[src/rtl/pet_battle_pkg.sv]
// Shared encodings for the pet battle engine: FSM states, winner codes, key codes, stat fields.
package pet_battle_pkg;

  typedef enum logic [3:0] {
    S_IDLE = 4'd0,
    S_GEN  = 4'd1,
    S_SEL1 = 4'd2,
    S_SEL2 = 4'd3,
    S_ATK1 = 4'd4,
    S_ATK2 = 4'd5,
    S_OVER = 4'd6
  } state_t;

  localparam logic [1:0] WIN_NONE = 2'd0;
  localparam logic [1:0] WIN_P1   = 2'd1;
  localparam logic [1:0] WIN_P2   = 2'd2;

  localparam logic [4:0] KEY_NONE = 5'd0;

  // Field positions inside a {atk,def,hp} stat word, in units of STAT_W.
  localparam int FLD_HP  = 0;
  localparam int FLD_DEF = 1;
  localparam int FLD_ATK = 2;
  localparam int NUM_FLD = 3;

endpackage

[src/rtl/pet_damage_calc.sv]
// Combinational damage resolution for one attacker/defender pair; saturating, never wraps.
module pet_damage_calc #(
  parameter int STAT_W = 3
) (
  input  logic [STAT_W-1:0] atk,
  input  logic [STAT_W-1:0] def,
  input  logic [STAT_W-1:0] hp,
  input  logic              crit,
  output logic [STAT_W-1:0] hp_new,
  output logic              fainted
);

  localparam logic [STAT_W:0] STAT_MAX = {1'b0, {STAT_W{1'b1}}};

  logic [STAT_W-1:0] base_dmg;
  logic [STAT_W:0]   dbl_dmg;
  logic [STAT_W-1:0] dmg;

  // NOTE: every variable gets a default at the top of always_comb so no path can infer a latch.
  always_comb begin
    base_dmg = (atk > def) ? atk - def : STAT_W'(1);
    dbl_dmg  = {base_dmg, 1'b0};
    dmg      = base_dmg;
    if (crit) dmg = (dbl_dmg > STAT_MAX) ? STAT_MAX[STAT_W-1:0] : dbl_dmg[STAT_W-1:0];
    hp_new   = (hp > dmg) ? hp - dmg : '0;
    fainted  = (hp_new == '0);
  end

endmodule

[src/rtl/pet_battle_engine.sv]
// Two-player pet battle controller: random pet generation, keyed selection, turn combat.
// Optional build macro PB_CRIT_EN enables critical hits from rand_in[0] during attack turns.
module pet_battle_engine
  import pet_battle_pkg::*;
#(
  parameter int NUM_PETS = 4,
  parameter int STAT_W   = 3,
  parameter int ATK_KEY  = 14
) (
  input  logic                            clk,
  input  logic                            reset,
  input  logic [4:0]                      kstates,
  input  logic                            start,
  input  logic [3*STAT_W-1:0]             rand_in,
  input  logic                            rand_vld,
  input  logic [$clog2(2*NUM_PETS)-1:0]   rd_idx,
  output logic [3*STAT_W-1:0]             rd_stats,
  output logic [3:0]                      state,
  output logic [$clog2(NUM_PETS)-1:0]     p1_sel,
  output logic [$clog2(NUM_PETS)-1:0]     p2_sel,
  output logic [1:0]                      winner,
  output logic                            done
);

  localparam int SEL_W  = $clog2(NUM_PETS);
  localparam int IDX_W  = $clog2(2*NUM_PETS);
  localparam int WORD_W = NUM_FLD*STAT_W;
  localparam int TOTAL  = 2*NUM_PETS;

  function automatic logic [STAT_W-1:0] fld(input logic [WORD_W-1:0] w, input int f);
    return w[f*STAT_W +: STAT_W];
  endfunction

  function automatic logic [WORD_W-1:0] force_nonzero(input logic [WORD_W-1:0] w);
    logic [WORD_W-1:0] r;
    r = w;
    for (int f = 0; f < NUM_FLD; f++)
      if (w[f*STAT_W +: STAT_W] == '0) r[f*STAT_W +: STAT_W] = STAT_W'(1);
    return r;
  endfunction

  function automatic logic [IDX_W-1:0] p1_idx(input logic [SEL_W-1:0] s);
    return IDX_W'(s);
  endfunction

  function automatic logic [IDX_W-1:0] p2_idx(input logic [SEL_W-1:0] s);
    return IDX_W'(NUM_PETS) + IDX_W'(s);
  endfunction

  state_t              cur_state, nxt_state;
  logic [WORD_W-1:0]   pets [TOTAL];
  logic [IDX_W-1:0]    gen_cnt;
  logic                key_armed, resel;

  logic                key_fire, k1_range, k2_range, sel1_ok, sel2_ok;
  logic                atk_hit, atk1_turn, gen_last;
  logic [SEL_W-1:0]    k1_sel, k2_sel;
  logic [WORD_W-1:0]   p1_word, p2_word;
  logic [STAT_W-1:0]   hp_new_p1, hp_new_p2, hp_new;
  logic                fainted_p1, fainted_p2, def_fainted;
  logic                p1_other_live, p2_other_live, def_other_live;
  logic [IDX_W-1:0]    def_idx;
  logic                crit;

  // A key acts once per press: it must be seen released before it can fire again.
  assign key_fire  = key_armed && (kstates != KEY_NONE);
  assign k1_range  = (kstates >= 5'd1) && (kstates <= 5'(NUM_PETS));
  assign k2_range  = (kstates >= 5'(NUM_PETS+1)) && (kstates <= 5'(2*NUM_PETS));
  assign k1_sel    = SEL_W'(kstates - 5'd1);
  assign k2_sel    = SEL_W'(kstates - 5'(NUM_PETS+1));
  assign sel1_ok   = (cur_state == S_SEL1) && key_fire && k1_range &&
                     (fld(pets[p1_idx(k1_sel)], FLD_HP) != '0);
  assign sel2_ok   = (cur_state == S_SEL2) && key_fire && k2_range &&
                     (fld(pets[p2_idx(k2_sel)], FLD_HP) != '0);
  assign atk_hit   = key_fire && (kstates == 5'(ATK_KEY));
  assign atk1_turn = (cur_state == S_ATK1);
  assign gen_last  = (gen_cnt == IDX_W'(TOTAL-1));

  assign p1_word = pets[p1_idx(p1_sel)];
  assign p2_word = pets[p2_idx(p2_sel)];

`ifdef PB_CRIT_EN
  assign crit = rand_vld && rand_in[0];
`else
  assign crit = 1'b0;
`endif

  pet_damage_calc #(.STAT_W(STAT_W)) u_p1_hits (
    .atk(fld(p1_word, FLD_ATK)), .def(fld(p2_word, FLD_DEF)), .hp(fld(p2_word, FLD_HP)),
    .crit(crit), .hp_new(hp_new_p2), .fainted(fainted_p2)
  );

  pet_damage_calc #(.STAT_W(STAT_W)) u_p2_hits (
    .atk(fld(p2_word, FLD_ATK)), .def(fld(p1_word, FLD_DEF)), .hp(fld(p1_word, FLD_HP)),
    .crit(crit), .hp_new(hp_new_p1), .fainted(fainted_p1)
  );

  // Survivor check excludes the active pet, so it reflects post-hit HP in the same cycle.
  always_comb begin
    p1_other_live = 1'b0;
    p2_other_live = 1'b0;
    for (int j = 0; j < NUM_PETS; j++) begin
      if (SEL_W'(j) != p1_sel && fld(pets[j], FLD_HP) != '0) p1_other_live = 1'b1;
      if (SEL_W'(j) != p2_sel && fld(pets[NUM_PETS+j], FLD_HP) != '0) p2_other_live = 1'b1;
    end
  end

  assign def_idx        = atk1_turn ? p2_idx(p2_sel) : p1_idx(p1_sel);
  assign hp_new         = atk1_turn ? hp_new_p2 : hp_new_p1;
  assign def_fainted    = atk1_turn ? fainted_p2 : fainted_p1;
  assign def_other_live = atk1_turn ? p2_other_live : p1_other_live;

  assign rd_stats = (int'(rd_idx) < TOTAL) ? pets[rd_idx] : '0;

  // NOTE: sequential state uses non-blocking assignments so every register updates from pre-edge values.
  always_ff @(posedge clk or negedge reset) begin
    if (!reset) cur_state <= S_IDLE;
    else        cur_state <= nxt_state;
  end

  always_comb begin
    nxt_state = cur_state;
    case (cur_state)
      S_IDLE: if (start) nxt_state = S_GEN;
      S_GEN:  if (rand_vld && gen_last) nxt_state = S_SEL1;
      S_SEL1: if (sel1_ok) nxt_state = resel ? S_ATK1 : S_SEL2;
      S_SEL2: if (sel2_ok) nxt_state = resel ? S_ATK2 : S_ATK1;
      S_ATK1: if (atk_hit) nxt_state = !fainted_p2 ? S_ATK2 : (p2_other_live ? S_SEL2 : S_OVER);
      S_ATK2: if (atk_hit) nxt_state = !fainted_p1 ? S_ATK1 : (p1_other_live ? S_SEL1 : S_OVER);
      S_OVER: if (start) nxt_state = S_GEN;
      default: nxt_state = S_IDLE;
    endcase
  end

  always_comb begin
    state = cur_state;
    done  = (cur_state == S_OVER);
  end

  // NOTE: the stat array is reset like any register so no stale pet survives a reset.
  always_ff @(posedge clk or negedge reset) begin
    if (!reset) begin
      for (int i = 0; i < TOTAL; i++) pets[i] <= '0;
      gen_cnt   <= '0;
      p1_sel    <= '0;
      p2_sel    <= '0;
      winner    <= WIN_NONE;
      resel     <= 1'b0;
      key_armed <= 1'b0;
    end else begin
      key_armed <= (kstates == KEY_NONE);
      case (cur_state)
        S_GEN: if (rand_vld) begin
          pets[gen_cnt] <= force_nonzero(rand_in);
          gen_cnt       <= gen_last ? '0 : gen_cnt + IDX_W'(1);
        end
        S_SEL1: if (sel1_ok) begin
          p1_sel <= k1_sel;
          resel  <= 1'b0;
        end
        S_SEL2: if (sel2_ok) begin
          p2_sel <= k2_sel;
          resel  <= 1'b0;
        end
        S_ATK1, S_ATK2: if (atk_hit) begin
          pets[def_idx][FLD_HP*STAT_W +: STAT_W] <= hp_new;
          if (def_fainted) begin
            if (def_other_live) resel  <= 1'b1;
            else                winner <= atk1_turn ? WIN_P1 : WIN_P2;
          end
        end
        S_OVER: if (start) begin
          for (int i = 0; i < TOTAL; i++) pets[i] <= '0;
          gen_cnt <= '0;
          winner  <= WIN_NONE;
          resel   <= 1'b0;
        end
        default: ;
      endcase
    end
  end

endmodule

[config.mk]
export PLATFORM = sky130hd
export DESIGN_NAME = pet_battle_engine
export DESIGN_NICKNAME = d
export VERILOG_FILES = /design/src/rtl/pet_battle_pkg.sv /design/src/rtl/pet_damage_calc.sv /design/src/rtl/pet_battle_engine.sv
export SDC_FILE = /design/constraint.sdc
export NUM_CORES = 1
export LEC_CHECK = 0
export ABC_AREA = 0
export CAP_MARGIN = 10
export CORE_ASPECT_RATIO = 0.6
export CORE_UTILIZATION = 45
export CTS_BUF_LIST = sky130_fd_sc_hd__clkbuf_4
export DETAILED_ROUTE_END_ITERATION = 8
export SLEW_MARGIN = 25
export SYNTH_ARGS = -nofsm -noshare
export SYNTH_HDL_FRONTEND = slang
export SYNTH_SLANG_ARGS = --single-unit
[constraint.sdc]
create_clock -name clk -period 11.3 [get_ports clk]
set_clock_uncertainty 0.2 [all_clocks]
set_input_delay 2.26 -clock clk [delete_from_list [all_inputs] [get_ports clk]]
set_output_delay 2.26 -clock clk [all_outputs]
set_load 0.05 [all_outputs]
==> flow_metrics.tcl <==
set metrics [dict create \
    outcome "completed" \
    grt_overflow 0 \
    cts_buffers 9 \
    ff2ff_setup_slack_ns 6.26 \
    io_pins 41 \
    ys_ff_latch 86 \
    drc_errors 0 \
    routed_via_density 6.72 \
    tns_ns 0 \
    synth_flop_cell "dfrtp_1" \
    min_to "winner[0]" \
    die_y_um 89.8 \
    io_buffers 39 \
    worstReg2RegStart "p1_sel[1]" \
    mappedNetlistNets 577 \
    vias 4897 \
    worst-path-max-fanout 18 \
    final-hold-violation-count 0 \
    finalCriticalPeriod_ns 7.17 \
    ant_nets 0 \
    ys_async_sr_fraction_pct 100 \
    setup.worst_path.end_class "output port" \
    cts-resized-gates 0 \
    synth_area_per_cell_um2 10.8 \
    worstMarginPinSlew_ns 0.932 \
    clk_pin_slew_worst_paths_ns 0.13 \
    fillers 1076 \
    post_cts_buffers 0 \
    final_cell_mix "dfrtp_1, a22o_1, nand2_1" \
    holdCritPathClass "flop to flop" \
    cts_sinks 86 \
    die_w_um 148 \
    drive_gt1_share_pct 13.3 \
    cts_max_path_buffers 2 \
    postRouteWirelength_um 17700 \
    syn_inst 535 \
    drt_pass1_iterations 5 \
    n_antenna_cell 0 \
    cp-start-kind "input port" \
    maxSlewViolCount 0 \
    syn_area_um2 5780 \
    rsz0062_at_grt "no" \
    finalCritPeriodShare_pct 63.4 \
    insertion_delay_ns 0.45 \
    dieArea_um2 13300 \
    worstHoldStart "winner[0]" \
    drtIter0Drc 607 \
    fmax_ghz 0.140 \
    layout.nets 601 \
    area_delta_synth_final_pct 11.5 \
    grt_max_degree 87 \
    ir_drop_uv 46.7 \
    hpwl_um 13100 \
    max-slew-margin-rel_pct 37.4 \
    cts_root_buf "clkbuf_4" \
    first_global_vias 4735 \
    start_util_pct 47.0 \
    row_count 31 \
    cp.required_ns 8.84 \
    path_class "input port to output port" \
    synth_edf_count 0 \
    grt_pass1_wl_um 28200 \
    rr_endpoint "winner[0]" \
    holdWs_ns 0.314 \
    mostFrequentLayoutCell "dfrtp_1" \
    grt_antenna_before_repair 0 \
    rr_worst_depth 14 \
    power_density_nw_per_um2 85.1 \
    post_drt_wl_per_cell_um 24.3 \
    gp_congestion 0.924 \
    yosysUniqueCellTypes 62 \
    gr-usage-all-layers_pct 28.3 \
    fp.coreArea_um2 12300 \
    setup_viol 0 \
    cap_violations 0 \
    h-tree-depth 3 \
    ys_seq_area_share_pct 37.2 \
    p_leak_nw 2.67 \
    yosys_warnings 0 \
    postCtsHoldBufs 0 \
    hold_depth 1 \
    arrival_ns 4.71 \
    cts_tree "yes" \
]
==> area by class of cell <==
type	instances	area, um^2	share of cell area (%)
inverter	20	75.1	1.16
multi-input combinational	398	3420	53.1
sequential	86	2150	33.4
clock buffer	9	67.6	1.05
timing repair buffer	44	429	6.66
clock inverter	7	95.1	1.48
tap	165	206	3.20
==> cell usage after synthesis (3+ instances only) <==
cell type / number / area share, %
o31ai_1: 3 / 0.39
nor2_1: 25 / 1.6
o2bb2ai_1: 3 / 0.45
mux2i_1: 3 / 0.52
a22o_1: 70 / 11
o211ai_1: 4 / 0.52
a21oi_1: 12 / 1.0
buf_2: 6 / 0.52
mux2_2: 11 / 2.1
or4b_1: 4 / 0.69
nor4_1: 4 / 0.43
o21a_1: 3 / 0.39
nand4_1: 4 / 0.43
nand3_1: 8 / 0.69
or4_1: 3 / 0.39
nor2b_1: 12 / 1.3
o21bai_1: 3 / 0.39
inv_1: 20 / 1.3
o22ai_1: 9 / 0.97
nor3_1: 13 / 1.1
clkbuf_1: 14 / 0.91
buf_1: 9 / 0.58
dfrtp_1: 86 / 37
fa_1: 4 / 1.4
nand2b_1: 14 / 1.5
xnor2_1: 3 / 0.45
a32o_1: 3 / 0.52
a31oi_1: 5 / 0.54
mux4_2: 37 / 14
a21o_1: 7 / 0.91
o21ai_0: 16 / 1.4
ha_1: 17 / 3.7
nand2_1: 58 / 3.8
nand3b_1: 4 / 0.52
==> metal layers <==
metal	vias to the layer above	wire, um	global-route usage, %
met5	-	0	0
met4	0	151	4.55
met3	18	2230	11.6
met2	271	6930	36.2
met1	2471	8400	44.4
li1	2137	-	-
==> per-stage QoR <==
step                total power, W  worst slack (ns)  area [um^2]  cells  utilization (%)
floorplan                 0.000330              5.09         5780    535                -
global placement          0.000348              4.25         6280    713             51.1
detailed placement        0.000348              4.12         6280    713             51.1
CTS                       0.000551              4.11         6440    729             52.4
global route              0.000569              4.05         6440    729             52.4
finish                    0.000548              4.13         6440    729             52.4
==> where the power goes <==
group | internal [W] | total [W] | switching (W)
sequential | 0.000308 | 0.000308 | 0.0000000286
clock | 0.0000907 | 0.000206 | 0.000115
combinational | 0.0000125 | 0.0000346 | 0.0000220
==> cell families (layout without fill, tap and decap cells) <==
logic type,after synthesis,after routing,share of synthesized area (%)
xor gates and xnor gates,5,5,0.758
AOI/OAI and AO/OA,160,160,22.0
DFF,86,86,37.2
other,1,1,0.0649
buffers and inverters,51,80,3.64
muxes,51,51,17.1
adders and majority gates,21,21,5.06
and+or+nand+nor,160,160,14.2
==> worst max-delay path by stage <==
stage	endpoint	depth (start not counted)	slack, ns	from
floorplan	rd_stats[0]	4	5.09	rd_idx[0]
global placement	rd_stats[6]	4	4.25	rd_idx[1]
detailed placement	rd_stats[3]	4	4.12	rd_idx[1]
CTS	rd_stats[4]	4	4.11	rd_idx[1]
global route	rd_stats[1]	4	4.05	rd_idx[1]
finish	rd_stats[4]	4	4.13	rd_idx[1]
==> critical path, stage by stage <==
cell and delay, ns:
clkdlybuf4s50_1 1.02, mux4_2 0.43, mux2_2 0.29, clkdlybuf4s50_1 0.70
Power figures use the tool's default switching activity.
